<file path="config.mk">
export PLATFORM = sky130hd
export DESIGN_NAME = dram_arbiter
export DESIGN_NICKNAME = d
export VERILOG_FILES = /design/src/rtl/dram_arbiter.sv
export SDC_FILE = /design/constraint.sdc
export NUM_CORES = 1
export LEC_CHECK = 0
export CORE_AREA = 2 2 175 177
export DETAILED_ROUTE_END_ITERATION = 10
export DIE_AREA = 0 0 177 179
export PLACE_DENSITY = 0.71
export REMOVE_ABC_BUFFERS = 1
export SETUP_SLACK_MARGIN = 0.4
export SLEW_MARGIN = 20
export SYNTH_ARGS = -nofsm -noshare
export SYNTH_HDL_FRONTEND = slang
export SYNTH_SLANG_ARGS = --single-unit
</file>
<file path="constraint.sdc">
create_clock -name clk -period 2.8 [get_ports clk]
set_clock_uncertainty 0.2 [all_clocks]
set_input_delay 0.56 -clock clk [delete_from_list [all_inputs] [get_ports clk]]
set_output_delay 0.56 -clock clk [all_outputs]
set_load 0.02 [all_outputs]
</file>
<file path="src/rtl/dram_arbiter.sv">
// Two-requester round-robin arbiter onto a single-outstanding
// AXI-like DRAM master port, with latency and error reporting.
module dram_arbiter (
    input  logic         clk,
    input  logic         rst,
    input  logic [1:0]   req_valid,
    input  logic [1:0]   req_write,
    input  logic [25:0]  req_addr,
    input  logic [127:0] req_wdata,
    output logic [1:0]   req_ack,
    output logic [1:0]   done,
    output logic [63:0]  rdata,
    output logic         err,
    output logic [15:0]  lat,
    output logic         AR_VALID,
    output logic [31:0]  AR_ADDR,
    input  logic         AR_READY,
    input  logic         R_VALID,
    input  logic [63:0]  R_DATA,
    input  logic [1:0]   R_RESP,
    output logic         R_READY,
    output logic         AW_VALID,
    output logic [31:0]  AW_ADDR,
    input  logic         AW_READY,
    output logic         W_VALID,
    output logic [63:0]  W_DATA,
    input  logic         W_READY,
    input  logic         B_VALID,
    input  logic [1:0]   B_RESP,
    output logic         B_READY
);

    typedef enum logic [2:0] {
        S_IDLE,
        S_AR,
        S_R,
        S_AW,
        S_W,
        S_B,
        S_DONE
    } state_t;

    state_t      state;
    logic        gnt;
    logic        gnt_q;
    logic        last;
    logic [63:0] wdata_q;
    logic [15:0] cnt;
    logic [15:0] cnt_inc;
    logic [12:0] sel_addr;
    logic [1:0]  gnt_oh;

    // On a tie the requester that was not served last wins.
    assign gnt      = (&req_valid) ? ~last : req_valid[1];
    assign sel_addr = gnt ? req_addr[25:13] : req_addr[12:0];
    assign gnt_oh   = gnt_q ? 2'b10 : 2'b01;
    assign cnt_inc  = (&cnt) ? cnt : cnt + 16'd1;

    // Transaction FSM; every output is a register written here.
    always_ff @(posedge clk) begin
        if (rst) begin
            state    <= S_IDLE;
            gnt_q    <= 1'b0;
            last     <= 1'b1;
            wdata_q  <= '0;
            cnt      <= '0;
            req_ack  <= '0;
            done     <= '0;
            rdata    <= '0;
            err      <= 1'b0;
            lat      <= '0;
            AR_VALID <= 1'b0;
            AR_ADDR  <= '0;
            R_READY  <= 1'b0;
            AW_VALID <= 1'b0;
            AW_ADDR  <= '0;
            W_VALID  <= 1'b0;
            W_DATA   <= '0;
            B_READY  <= 1'b0;
        end else begin
            req_ack <= '0;
            done    <= '0;
            err     <= 1'b0;
            cnt     <= cnt_inc;
            unique case (state)
                S_IDLE: begin
                    if (|req_valid) begin
                        gnt_q   <= gnt;
                        req_ack <= gnt ? 2'b10 : 2'b01;
                        wdata_q <= gnt ? req_wdata[127:64]
                                       : req_wdata[63:0];
                        cnt     <= '0;
                        if (req_write[gnt]) begin
                            state    <= S_AW;
                            AW_VALID <= 1'b1;
                            AW_ADDR  <= {19'b0, sel_addr};
                        end else begin
                            state    <= S_AR;
                            AR_VALID <= 1'b1;
                            AR_ADDR  <= {19'b0, sel_addr};
                        end
                    end
                end
                S_AR: begin
                    if (AR_READY) begin
                        AR_VALID <= 1'b0;
                        AR_ADDR  <= '0;
                        R_READY  <= 1'b1;
                        state    <= S_R;
                    end
                end
                S_R: begin
                    if (R_VALID && R_READY) begin
                        R_READY <= 1'b0;
                        rdata   <= R_DATA;
                        err     <= |R_RESP;
                        done    <= gnt_oh;
                        lat     <= cnt_inc;
                        state   <= S_DONE;
                    end
                end
                S_AW: begin
                    if (AW_READY) begin
                        AW_VALID <= 1'b0;
                        AW_ADDR  <= '0;
                        W_VALID  <= 1'b1;
                        W_DATA   <= wdata_q;
                        state    <= S_W;
                    end
                end
                S_W: begin
                    if (W_READY) begin
                        W_VALID <= 1'b0;
                        W_DATA  <= '0;
                        B_READY <= 1'b1;
                        state   <= S_B;
                    end
                end
                S_B: begin
                    if (B_VALID) begin
                        B_READY <= 1'b0;
                        err     <= |B_RESP;
                        done    <= gnt_oh;
                        lat     <= cnt_inc;
                        state   <= S_DONE;
                    end
                end
                S_DONE: begin
                    last  <= gnt_q;
                    state <= S_IDLE;
                end
                default: state <= S_IDLE;
            endcase
        end
    end

endmodule

</file>
# Yosys cells after proc, flatten, opt, wreduce, memory -nomap -nowiden
# Index checks and enable logic that the tools add are counted.
# classes
add_sub_neg	1
n_lt_le_gt_ge	1
n_eq_ne	14
n_mux	55
bitwise_logic	3
n_reduce_logical	23
# op_table
cell	n
$mux W32	6
$mux W64	3
$pmux W32 S2	2
$pmux W64 S2	1
$mux W16	5
$pmux W16 S2	1
$mux W3	6
$pmux W3 S6	1
$mux W1	17
$add A16 B1 Y16 const B	1
$ne A2 B2 Y1 const B	8
$reduce_and A16 Y1	1
$mux W13	1
$pmux W1 S2	6
$reduce_and A3 Y1	4
$reduce_bool A2 Y1	6
$mux W2	5
$eq A3 B3 Y1 const B	3
$reduce_and A4 Y1	2
$eq A3 B2 Y1 const B	2
$reduce_and A2 Y1	3
$reduce_and A6 Y1	1
$reduce_or A2 Y1	3
$pmux W2 S2	1
6 further kinds	8
# word_totals
regBits	303
elab_cells	115

# Longest topological paths before layout
# logic_depth
ltp_word	7
mapped_depth	7
ltp_nobuf	5

# Worst setup path after synthesis
# OpenSTA, ideal clock, no wires.
# synth_path
path_type	input -> register
from	input port req_valid[1]
to	register AR_ADDR[10]
setup_ps	62
arrival_ps	1901
required_time_ps	2538
slack_ps	637
stages	6
n_path_buf	2
cell_sequence	a21boi_1 > buf_6 > mux2_4 > buf_6 > or4_1 > nand3_1
# synth_between
elab_chain_len	6
elab_cells_between_ends	12
cone_classes	eq/ne (2); mux (7); reduce/logical (3)
# synth_rtl
element	line_no	source
start: declaration	6	input logic [1:0] req_valid,
$reduce_and A2 Y1	54	assign gnt = (&req_valid) ? ~last : req_valid[1];
$mux W1	54	
$mux W1 (implied by the code) / $mux W13 (equally long branches)	93, 55	
$mux W1 (implied by the code) / $mux W32 (equally long branches)	93	if (req_write[gnt]) begin
$ne A2 B2 Y1 (no line) / $mux W32 (equally long branches)	--	
$reduce_and A4 Y1 (no line) / $pmux W32 S2 (equally long branches)	--	
end signal: assignment	100	AR_ADDR <= {19'b0, sel_addr};
end: declaration	16	output logic [31:0] AR_ADDR,
# Parallel ways exist; a longest one is shown, timed or not. The select of a mux whose other input is x is not followed.
# A chain may end at the register's enable or synchronous reset.

# Final worst setup path
# layout_path
from	register W_DATA[47]
to	output port W_DATA[47]
# layout_rtl
element	line_no	source
start: declaration	26	output logic [63:0] W_DATA,
start signal: assignment	127	W_DATA <= wdata_q;
# No word-level cell between the ends.

==> qor.yml <==
status: "finished clean"
clkTransAtPathRegs_ns: 0.06
synth-seq-area-share: 0.498
cp_slowest_cell: "clkdlybuf4s50_1"
grt_max_degree: 123
cp-start-kind: "register"
cts_sinks: 265
path_cells: "clkdlybuf4s50_1"
fin_total_pwr_uw: 10400
grt_pass1_vias: 9270
cp_slowest_stage_delay_ns: 0.64
cts_made_buffers: 28
rr_startpoint: "state[0]"
routedWlPerCell_um: 16.4
synth_flop_cell: "dfxtp_1"
rows: 64
timing.final.crit_share: 0.838
finalNetCount: 1775
avgSynthCellArea_um2: 9.09
post_cts_buffers: 0
ctsHtreeMaxLevel: 1
synth_top_area_frac: 0.498
synth_cell_type_count: 63
place_ws_ns: 0.0569
drive_gt1_frac: 0.0633
cp.arrival_ns: 1.59
fp.dieH_um: 179
yosysMostFrequentCell: "dfxtp_1"
rsz0062_at_grt: "no"
fmax_ghz: 0.426
holdCritStartpoint: "rst"
setup_viol: 0
via_count: 9864
cp_num_buf_inv: 1
clockBufferDepth: 3
drt_iter0_markers: 494
startpoint: "W_DATA[47]"
yosysWarnings: 0
die_w_um: 177
viasPerCell: 5.04
maxSlewHeadroom: 0.425
tritoncts: "yes"
dp_hpwl_mm: 22.9
worstSetupEndpointType: "primary output"
maxCapViolCount: 0
antenna_found_initial: 0
async_reset_ff_frac: 0
track_usage: 0.188
root_buffer: "clkbuf_16"
worst_slack_ns: 0.453
critPathRequiredTime_ns: 2.04
hold_viol_final: 0
gr-total-overflow: 0
synth-edff-count: 0
p_per_area_nw_per_um2: 646
ant_nets: 0
ir_drop_mv: 0.373
worst_slew_pin_slew_ns: 0.863
drt-total-wl_mm: 32.1
dr.pass1.iters: 4
dieArea_um2: 31700
fin_crit_ns: 2.35
place_congestion: 0.840
synth_top_area_cell: "dfxtp_1"
clk_latency_ns: 0.53
diodes: 0
start_util: 0.355
drcViolationCount: 0
critical-path-top-delay-family: "buffers and inverters"
min_path_type: "in2reg"
yosys-top-cells-area: "dfxtp_1 (50%), mux2i_1 (7.7%), nor2_1 (5.4%)"
synth_common_cells: "dfxtp_1 (265), nor2_1 (152), nand2_1 (151), mux2i_1 (82), a21oi_1 (81)"
syn_area_um2: 10600
worstSetupPathType: "reg2out"
cts_hold_buf: 0
core_area_um2: 30000
area_growth_pct: 51.4
critical_path_peak_fanout: 2
finalMaxSlewViolations: 0
p_leak_uw: 0.00574
ios: 451
portBuffers: 412
ys_ff_latch: 265
synthCells: 1172
grt_pass1_wl_mm: 48.5
[area by class of cell]
| cell class | instances | area [um2] |
|---|---|---|
| tap | 396 | 495 |
| clock buffer | 37 | 806 |
| clock inverter | 15 | 259 |
| sequential | 265 | 5310 |
| inverter | 6 | 22.5 |
| multi-input combinational | 801 | 4770 |
| timing repair buffer | 439 | 4460 |
| fill | 2710 | 13900 |
[through the flow]
stage	util	area, um2	instances	hold slack, ns	setup TNS, ns
5_1_grt	0.537	16100	1959	0.122	0
2_1_floorplan	-	10100	1072	0.221	-531.35
6_report	0.537	16100	1959	0.136	0
4_1_cts	0.537	16100	1959	0.0980	0
3_3_place_gp	0.501	15100	1907	0.241	0
3_5_place_dp	0.501	15100	1907	0.246	0
[placed cells by master (no fill, tap or decap), types with 5 or more instances in the layout]
cell type        netlist  final
a21oi_1               81     81
nand2_1              151    150
or4_1                 16     15
o21ai_0                9      9
nor3_1                 8      8
clkinv_2               0      5
o22ai_1                5      5
inv_1                  5      5
clkbuf_16              0     29
buf_12                 0     11
bufinv_16              0      7
a211oi_1              65     65
o2111ai_1             13     13
nand3b_1               5      5
o2bb2ai_1             13     13
conb_1                 1     38
nor2_1               152    152
dfxtp_1              265    265
mux2i_1               82     82
nand3_1               34     33
a22oi_1               64     64
clkdlybuf4s50_1        0    409
a311oi_1               7      7
clkbuf_8               0      5
buf_4                 40     16
[layer usage]
layer / part of all wire / track usage
met2: 0.50 / 0.338
met3: 0.090 / 0.0570
met4: 0.022 / 0.0537
met1: 0.39 / 0.215
met5: 0 / 0
[logic make-up (layout without fill, tap and decap cells)]
logic type | count (synthesis) | after routing | synth area share
buffers and inverters | 143 | 497 | 0.0706
DFF | 265 | 265 | 0.498
AOI/OAI and AO/OA | 280 | 280 | 0.182
xor gates and xnor gates | 4 | 4 | 0.00400
adders and majority gates | 1 | 1 | 0.00117
and+or+nand+nor | 394 | 394 | 0.164
other | 1 | 38 | 0.000352
muxes | 84 | 84 | 0.0796
[flip-flops by register name (all words and copies together) (netlist names), 2 cells and up]
name	cells
req_ack	2
done	2
AR_ADDR	13
lat	16
rdata	64
cnt	16
AW_ADDR	13
W_DATA	64
wdata_q	64
state	3
[where the power goes]
group          internal, uW  leakage [uW]  switching (uW)  total (uW)
sequential             4110       0.00216             217        4330
combinational           898       0.00307            1030        1920
clock                  2660      0.000520            1500        4170
total                  7670       0.00574            2750       10400
[worst paths after layout]
kind / slack, ns / endpoint / depth (start not counted)
setup reg to reg: 0.57 / wdata_q[28] / 5
setup / recovery: 0.45 / W_DATA[47] / 1
hold reg to reg: 0.25 / rdata[30] / 2
hold / removal: 0.14 / gnt_q / 2
[timing repair]
action                                  4_1_cts  5_1_grt
cloned                                        0        0
pin swaps                                     0        0
endpoints found under the setup margin        2       14
resized for setup                             2        2
Note: power is estimated with default switching activity, not from simulation.
